===== src/rtl/pwr_seq_pkg.sv =====
// Shared definitions for the power sequencer: state encoding and small
// width/priority helpers used by the top and the tick timer.
package pwr_seq_pkg;

  typedef enum logic [2:0] {
    ST_OFF    = 3'd0,
    ST_UP_PG  = 3'd1,
    ST_UP_DLY = 3'd2,
    ST_ON     = 3'd3,
    ST_DN_DLY = 3'd4,
    ST_FAULT  = 3'd5
  } state_e;

  // Bits needed to hold values 0..value-1; never less than one bit.
  function automatic int clog2(input int value);
    int v;
    int w;
    v = value - 1;
    w = 0;
    while (v > 0) begin
      w = w + 1;
      v = v >> 1;
    end
    if (w == 0) begin
      w = 1;
    end
    return w;
  endfunction

  // Index of the lowest set bit; zero when no bit is set.
  function automatic logic [2:0] lowest_idx(input logic [7:0] vec);
    logic [2:0] idx;
    idx = 3'd0;
    for (int i = 7; i >= 0; i--) begin
      if (vec[i]) begin
        idx = 3'(i);
      end
    end
    return idx;
  endfunction

endpackage


===== src/rtl/pwr_seq_tick_timer.sv =====
// Tick-qualified saturating counter shared by the delay and timeout phases.
// Clear beats tick; done compares the held count against a per-phase limit.
module pwr_seq_tick_timer
  import pwr_seq_pkg::*;
#(
  parameter int MAX_TICKS = 100,
  parameter int CW        = clog2(MAX_TICKS + 1)
) (
  input  logic          clk_i,
  input  logic          rst_ni,
  input  logic          tick_i,
  input  logic          clr_i,
  input  logic [CW-1:0] limit_i,
  output logic          done_o
);

  localparam logic [CW-1:0] MAX_C = CW'(MAX_TICKS);

  logic [CW-1:0] count_q;
  logic [CW-1:0] count_d;

  // Next count: clear first, otherwise advance on tick until saturated.
  always_comb begin
    count_d = count_q;
    if (clr_i) begin
      count_d = {CW{1'b0}};
    end else if (tick_i && (count_q != MAX_C)) begin
      count_d = count_q + CW'(1'b1);
    end else begin
      count_d = count_q;
    end
  end

  // Count register.
  always_ff @(posedge clk_i or negedge rst_ni) begin
    if (!rst_ni) begin
      count_q <= {CW{1'b0}};
    end else begin
      count_q <= count_d;
    end
  end

  assign done_o = (count_q == limit_i);

endmodule


===== src/rtl/pwr_seq_timer.sv =====
// Multi-rail power sequencer: enables rails in order on request, gated by
// power-good, timeout and inter-rail delay, and disables them in reverse.
module pwr_seq_timer
  import pwr_seq_pkg::*;
#(
  parameter int NUM_RAILS     = 4,
  parameter int DLY_TICKS     = 10,
  parameter int TIMEOUT_TICKS = 100
) (
  input  logic                 iClk,
  input  logic                 iRst_n,
  input  logic                 iTick,
  input  logic                 iPwrReq,
  input  logic [NUM_RAILS-1:0] iPwrgd,
  input  logic                 iFaultClr,
  output logic [NUM_RAILS-1:0] oEn,
  output logic                 oAllPwrgd,
  output logic                 oFault,
  output logic [2:0]           oFaultIdx,
  output logic [2:0]           oState
);

  localparam int                   TW       = clog2(TIMEOUT_TICKS + 1);
  localparam logic [NUM_RAILS-1:0] RAIL0    = NUM_RAILS'(1'b1);
  localparam logic [2:0]           LAST_IDX = 3'(NUM_RAILS - 1);
  localparam logic [TW-1:0]        DLY_LIM  = TW'(DLY_TICKS);
  localparam logic [TW-1:0]        TO_LIM   = TW'(TIMEOUT_TICKS);

  state_e               state_q;
  logic [2:0]           idx_q;
  logic [NUM_RAILS-1:0] en_q;
  logic                 allpg_q;
  logic                 fault_q;
  logic [2:0]           fault_idx_q;

  logic [NUM_RAILS-1:0] idx_bit_s;
  logic [NUM_RAILS-1:0] below_mask_s;
  logic [NUM_RAILS-1:0] thru_mask_s;
  logic [NUM_RAILS-1:0] watch_s;
  logic [NUM_RAILS-1:0] lost_s;
  logic                 lost_any_s;
  logic [2:0]           lost_idx_s;
  logic                 cur_pg_s;
  logic                 tmo_s;
  logic                 fault_go_s;
  logic [2:0]           fault_at_s;
  logic                 tmr_clr_s;
  logic [TW-1:0]        tmr_limit_s;
  logic                 tmr_done_s;

  assign idx_bit_s    = RAIL0 << idx_q;
  assign below_mask_s = idx_bit_s - RAIL0;
  assign thru_mask_s  = (idx_bit_s << 3'd1) - RAIL0;
  assign cur_pg_s     = |(iPwrgd & idx_bit_s);

  // Rails whose power-good must already hold in the current state.
  always_comb begin
    watch_s = {NUM_RAILS{1'b0}};
    case (state_q)
      ST_UP_PG:         watch_s = below_mask_s;
      ST_UP_DLY, ST_ON: watch_s = thru_mask_s;
      default:          watch_s = {NUM_RAILS{1'b0}};
    endcase
  end

  assign lost_s     = watch_s & ~iPwrgd;
  assign lost_any_s = |lost_s;
  assign lost_idx_s = lowest_idx(8'(lost_s));

  // A rail coming good on the timeout cycle is accepted, not faulted.
  assign tmo_s      = (state_q == ST_UP_PG) && !cur_pg_s && tmr_done_s;
  assign fault_go_s = lost_any_s || tmo_s;
  assign fault_at_s = lost_any_s ? lost_idx_s : idx_q;

  // Timer clear: held clear whenever no phase is being timed.
  always_comb begin
    tmr_clr_s = 1'b1;
    case (state_q)
      ST_UP_PG:  tmr_clr_s = !iPwrReq || cur_pg_s;
      ST_UP_DLY: tmr_clr_s = !iPwrReq || tmr_done_s;
      ST_DN_DLY: tmr_clr_s = tmr_done_s;
      default:   tmr_clr_s = 1'b1;
    endcase
  end

  assign tmr_limit_s = (state_q == ST_UP_PG) ? TO_LIM : DLY_LIM;

  pwr_seq_tick_timer #(
    .MAX_TICKS (TIMEOUT_TICKS),
    .CW        (TW)
  ) u_timer (
    .clk_i   (iClk),
    .rst_ni  (iRst_n),
    .tick_i  (iTick),
    .clr_i   (tmr_clr_s),
    .limit_i (tmr_limit_s),
    .done_o  (tmr_done_s)
  );

  // Sequencing FSM; faults pre-empt every other decision.
  always_ff @(posedge iClk or negedge iRst_n) begin
    if (!iRst_n) begin
      state_q     <= ST_OFF;
      idx_q       <= 3'd0;
      en_q        <= {NUM_RAILS{1'b0}};
      allpg_q     <= 1'b0;
      fault_q     <= 1'b0;
      fault_idx_q <= 3'd0;
    end else if (fault_go_s) begin
      state_q     <= ST_FAULT;
      en_q        <= {NUM_RAILS{1'b0}};
      allpg_q     <= 1'b0;
      fault_q     <= 1'b1;
      fault_idx_q <= fault_at_s;
    end else begin
      case (state_q)
        ST_OFF: begin
          if (iPwrReq && !fault_q) begin
            en_q    <= RAIL0;
            idx_q   <= 3'd0;
            state_q <= ST_UP_PG;
          end else if (iFaultClr && !iPwrReq) begin
            fault_q <= 1'b0;
          end
        end
        ST_UP_PG: begin
          if (!iPwrReq) begin
            en_q    <= en_q & ~idx_bit_s;
            state_q <= ST_DN_DLY;
          end else if (cur_pg_s) begin
            state_q <= ST_UP_DLY;
          end
        end
        ST_UP_DLY: begin
          if (!iPwrReq) begin
            en_q    <= en_q & ~idx_bit_s;
            state_q <= ST_DN_DLY;
          end else if (tmr_done_s) begin
            if (idx_q == LAST_IDX) begin
              allpg_q <= 1'b1;
              state_q <= ST_ON;
            end else begin
              idx_q   <= idx_q + 3'd1;
              en_q    <= en_q | (idx_bit_s << 3'd1);
              state_q <= ST_UP_PG;
            end
          end
        end
        ST_ON: begin
          if (!iPwrReq) begin
            en_q    <= en_q & ~idx_bit_s;
            idx_q   <= LAST_IDX;
            allpg_q <= 1'b0;
            state_q <= ST_DN_DLY;
          end
        end
        // Power-down always runs to completion, whatever iPwrReq does.
        ST_DN_DLY: begin
          if (tmr_done_s) begin
            if (idx_q == 3'd0) begin
              state_q <= ST_OFF;
            end else begin
              idx_q <= idx_q - 3'd1;
              en_q  <= en_q & ~(idx_bit_s >> 3'd1);
            end
          end
        end
        ST_FAULT: begin
          if (!iPwrReq) begin
            state_q <= ST_OFF;
          end
        end
        default: begin
          state_q <= ST_OFF;
          en_q    <= {NUM_RAILS{1'b0}};
          allpg_q <= 1'b0;
        end
      endcase
    end
  end

  assign oEn       = en_q;
  assign oAllPwrgd = allpg_q;
  assign oFault    = fault_q;
  assign oFaultIdx = fault_idx_q;
  assign oState    = state_q;

endmodule


===== config.mk =====
export PLATFORM = sky130hd
export DESIGN_NAME = pwr_seq_timer
export DESIGN_NICKNAME = d
export VERILOG_FILES = /design/src/rtl/pwr_seq_pkg.sv /design/src/rtl/pwr_seq_tick_timer.sv /design/src/rtl/pwr_seq_timer.sv
export SDC_FILE = /design/constraint.sdc
export NUM_CORES = 1
export LEC_CHECK = 0
export CORE_ASPECT_RATIO = 0.75
export CORE_MARGIN = 3
export CORE_UTILIZATION = 45
export DETAILED_ROUTE_END_ITERATION = 8
export HOLD_SLACK_MARGIN = 0.03
export PLACE_DENSITY = 0.74
export RECOVER_POWER = 25
export SLEW_MARGIN = 15
export SYNTH_ARGS = -nofsm -noshare
export SYNTH_HDL_FRONTEND = slang
export SYNTH_HIERARCHICAL = 1
export SYNTH_SLANG_ARGS = --single-unit

===== constraint.sdc =====
create_clock -name iClk -period 5.6 [get_ports iClk]
set_input_delay 0.56 -clock iClk [delete_from_list [all_inputs] [get_ports iClk]]
set_output_delay 0.56 -clock iClk [all_outputs]
set_load 0.01 [all_outputs]

==> impl_metrics.csv <==
group,metric,value,unit
status,status,"complete, no violations",
clocking,cts_tree,"built",
timing,max_clock_freq,0.234,GHz
timing,fin_setup_tns,0,ns
drt,wl_per_cell,16.5,um
grt,antenna_found_initial,0,
yosys,synth_seq_area_share,0.285,
clocking,cts_hold_buf,0,
yosys,yosys_warnings,6,
timing,finalSetupViolCount,0,
setup_path,crit_start,"oState[0]$_DFFE_PN0P_",
pwr,leakagePower,0.841,nW
timing,rsz0062_at_grt,"no",
timing,relSlewSlack,0.149,
place,port_buffers,20,
floorplan,num_io_pins,21,
floorplan,core,3870,um2
setup_path,worst_r2r_endpoint,"oEn[2]$_DFFE_PN0P_",
hold_path,hp-start,"oEn[2]$_DFFE_PN0P_",
place,gp_congestion,0.880,
timing,drv_slew,0,
finish,utilization,0.557,
setup_path,cp_max_fo,21,
drt,wirelength,4.80,mm
pwr,power,0.000932,W
hold_path,hold_path.class,"flop to flop",
grt,grtUsageTotal,0.193,
clocking,ctsResizeCount,0,
timing,hold_violations,0,
yosys,syn_area_per_cell,8.50,um2
yosys,ys_ff_latch,22,
finish,final_common_cell,"dfrtp_1",
floorplan,num_rows,19,
clocking,cts_root_buf,"clkbuf_8",
timing,worst_slew_pin_slew,1.28,ns
clocking,cts_setup_buffers,0,
setup_path,crit_end,"oEn[2]$_DFFE_PN0P_",
drt,route.detailed.drc,0,
setup_path,worstSetupPathType,"flop to flop",
setup_path,reg2reg_from,"oState[0]$_DFFE_PN0P_",
clocking,path_clk_slew,0.08,ns
clocking,clkSinkCount,22,
yosys,async_flop_share,1.00,
grt,grt_pass1_wl,7.91,mm
place,place_ws,1.48,ns
finish,fin_area,2160,um2
yosys,synthFlopType,"dfrtp_1",
finish,nNetsFinal,253,
timing,timing.final.crit_share,0.763,
drt,avgViaCountPerCell,6.24,
grt,grt_start_max_net_pins,26,
yosys,syn_inst,227,
grt,overflow,0,
floorplan,start_util,0.498,
place,postPlaceCellArea,2120,um2
finish,drive_gt1_frac,0.0966,
timing,finalClockSkew,0.00497,ns
floorplan,die-area,5120,um2
finish,syn_to_final_growth,11.9,%
setup_path,start_kind,"flop",
drt,ant_nets,0,
setup_path,arrival,4.47,ns
clocking,clockBufferDepth,2,
finish,final_cell_mix,"dfrtp_1 (22), clkdlybuf4s50_1 (19), nor2_1 (18)",
drt,vias,1811,
pwr,ir_drop,0.000203,V
setup_path,end_kind,"flop",
run,cap_viol_max_count,0,
grt,grt_pass1_vias,1540,
yosys,synth_cell_types,68,
timing,worst_slack,1.33,ns
timing,period_minus_slack,4.27,ns
clocking,cts-htree-levels,1,
setup_path,reg2reg_setup_slack,1.33,ns
drt,drt_iter0_drc,149,
clocking,cts_buffers,3,
clocking,clk_latency,0.27,ns
place,dp_hpwl,3.47,mm
yosys,synth-edff-count,0,
setup_path,worstPathRequired,5.80,ns
finish,n_antenna_cell,0,
floorplan,die_w,81.6,um
floorplan,die_h,62.7,um
yosys,netlist_area,1930,um2
pwr,p_per_area,432,nW/um2
drt,drt_first_pass_iters,5,
setup_path,r2r_cells,12,
[cells in the mapped netlist (all sizes together) (2+ instances only)]
cell    instances  share of area
or4             2         0.0078
mux2i           4          0.021
nor2b           9          0.029
and3            2         0.0065
nor3            4          0.010
a221oi          2          0.018
dfrtp          22           0.29
xor2            4          0.018
clkbuf          9          0.017
o21ai          17          0.052
nand4b          2         0.0091
nand3b          3          0.012
nand4           5          0.016
or3             3         0.0097
nand2          18          0.038
o31ai           2         0.0078
ha              3          0.019
o311ai          3          0.023
xnor2           4          0.018
inv            13          0.025
a31oi           6          0.019
and3b           2         0.0091
buf             5          0.025
nor4            4          0.013
or3b            3          0.015
o22ai           3          0.013
o211ai          2         0.0078
nor3b           2          0.010
a21o            2         0.0078
nand2b          2         0.0065
nand3           3         0.0078
nor4b           5          0.029
and2            2         0.0065
nor2           19          0.041
a21oi          18          0.051
[worst max-delay path, stage by stage (launching register included)]
cell	delay, ns
dfrtp_1	0.72
nor3b_2	0.66
inv_1	0.24
xnor2_1	0.23
nand4_1	0.11
nor4_1	0.75
nor2b_1	0.30
a221oi_1	0.14
a21oi_1	0.21
and2_1	0.28
o21ai_4	0.09
or3_1	0.35
a21oi_2	0.13
[cells by family after synthesis]
kind of cell	count (synthesis)	share of synthesized area
flops	22	0.285
buf+inv	27	0.0680
simple gates	94	0.297
mux	5	0.0266
fa+ha+maj	4	0.0298
compound gates	66	0.255
xor+xnor	8	0.0363
other cells	1	0.00194
[state kept, by name, summed over array words and instances, names as in the netlist]
register,cells
oState,3
u_timer/count_q,7
oAllPwrgd,1
oEn,4
oFault,1
oFaultIdx,3
idx_q,3
[where the power goes]
group          switching [W]  internal [W]  total [W]
sequential         0.0000944      0.000197   0.000291
clock              0.0000539     0.0000482   0.000102
combinational       0.000303      0.000237   0.000539
total               0.000451      0.000481   0.000932
[worst min-delay path by stage]
stage | end | cells past startpoint | slack [ns]
3_3_place_gp | oFault$_DFFE_PN0P_ | 2 | 0.49
2_1_floorplan | idx_q[0]$_DFFE_PN0P_ | 0 | 0.26
4_1_cts | oEn[2]$_DFFE_PN0P_ | 2 | 0.52
3_5_place_dp | oEn[2]$_DFFE_PN0P_ | 2 | 0.51
6_report | oEn[2]$_DFFE_PN0P_ | 2 | 0.52
5_1_grt | oFault$_DFFE_PN0P_ | 2 | 0.55
[metal layers]
metal,up-vias,wire (um),track usage,share of wire
li1,856,-,-,-
met1,860,2300,0.317,0.48
met2,87,2040,0.253,0.43
met3,8,410,0.0447,0.085
met4,0,41,0.0290,0.0085
met5,-,0,0,0
[layout make-up]
class	count	area (um2)
Clock buffer	3	41.3
Fill cell	368	1720
Inverter	13	48.8
Multi-Input combinational cell	179	1250
Sequential cell	22	551
Tap cell	52	65.1
Timing Repair Buffer	21	201
[metrics by stage]
stage          std cells  hold slack [ns]
2_1_floorplan        228            0.264
3_3_place_gp         287            0.492
3_5_place_dp         287            0.509
4_1_cts              290            0.522
5_1_grt              290            0.546
6_report             290            0.520
Note: power is estimated with default switching activity, not from simulation.
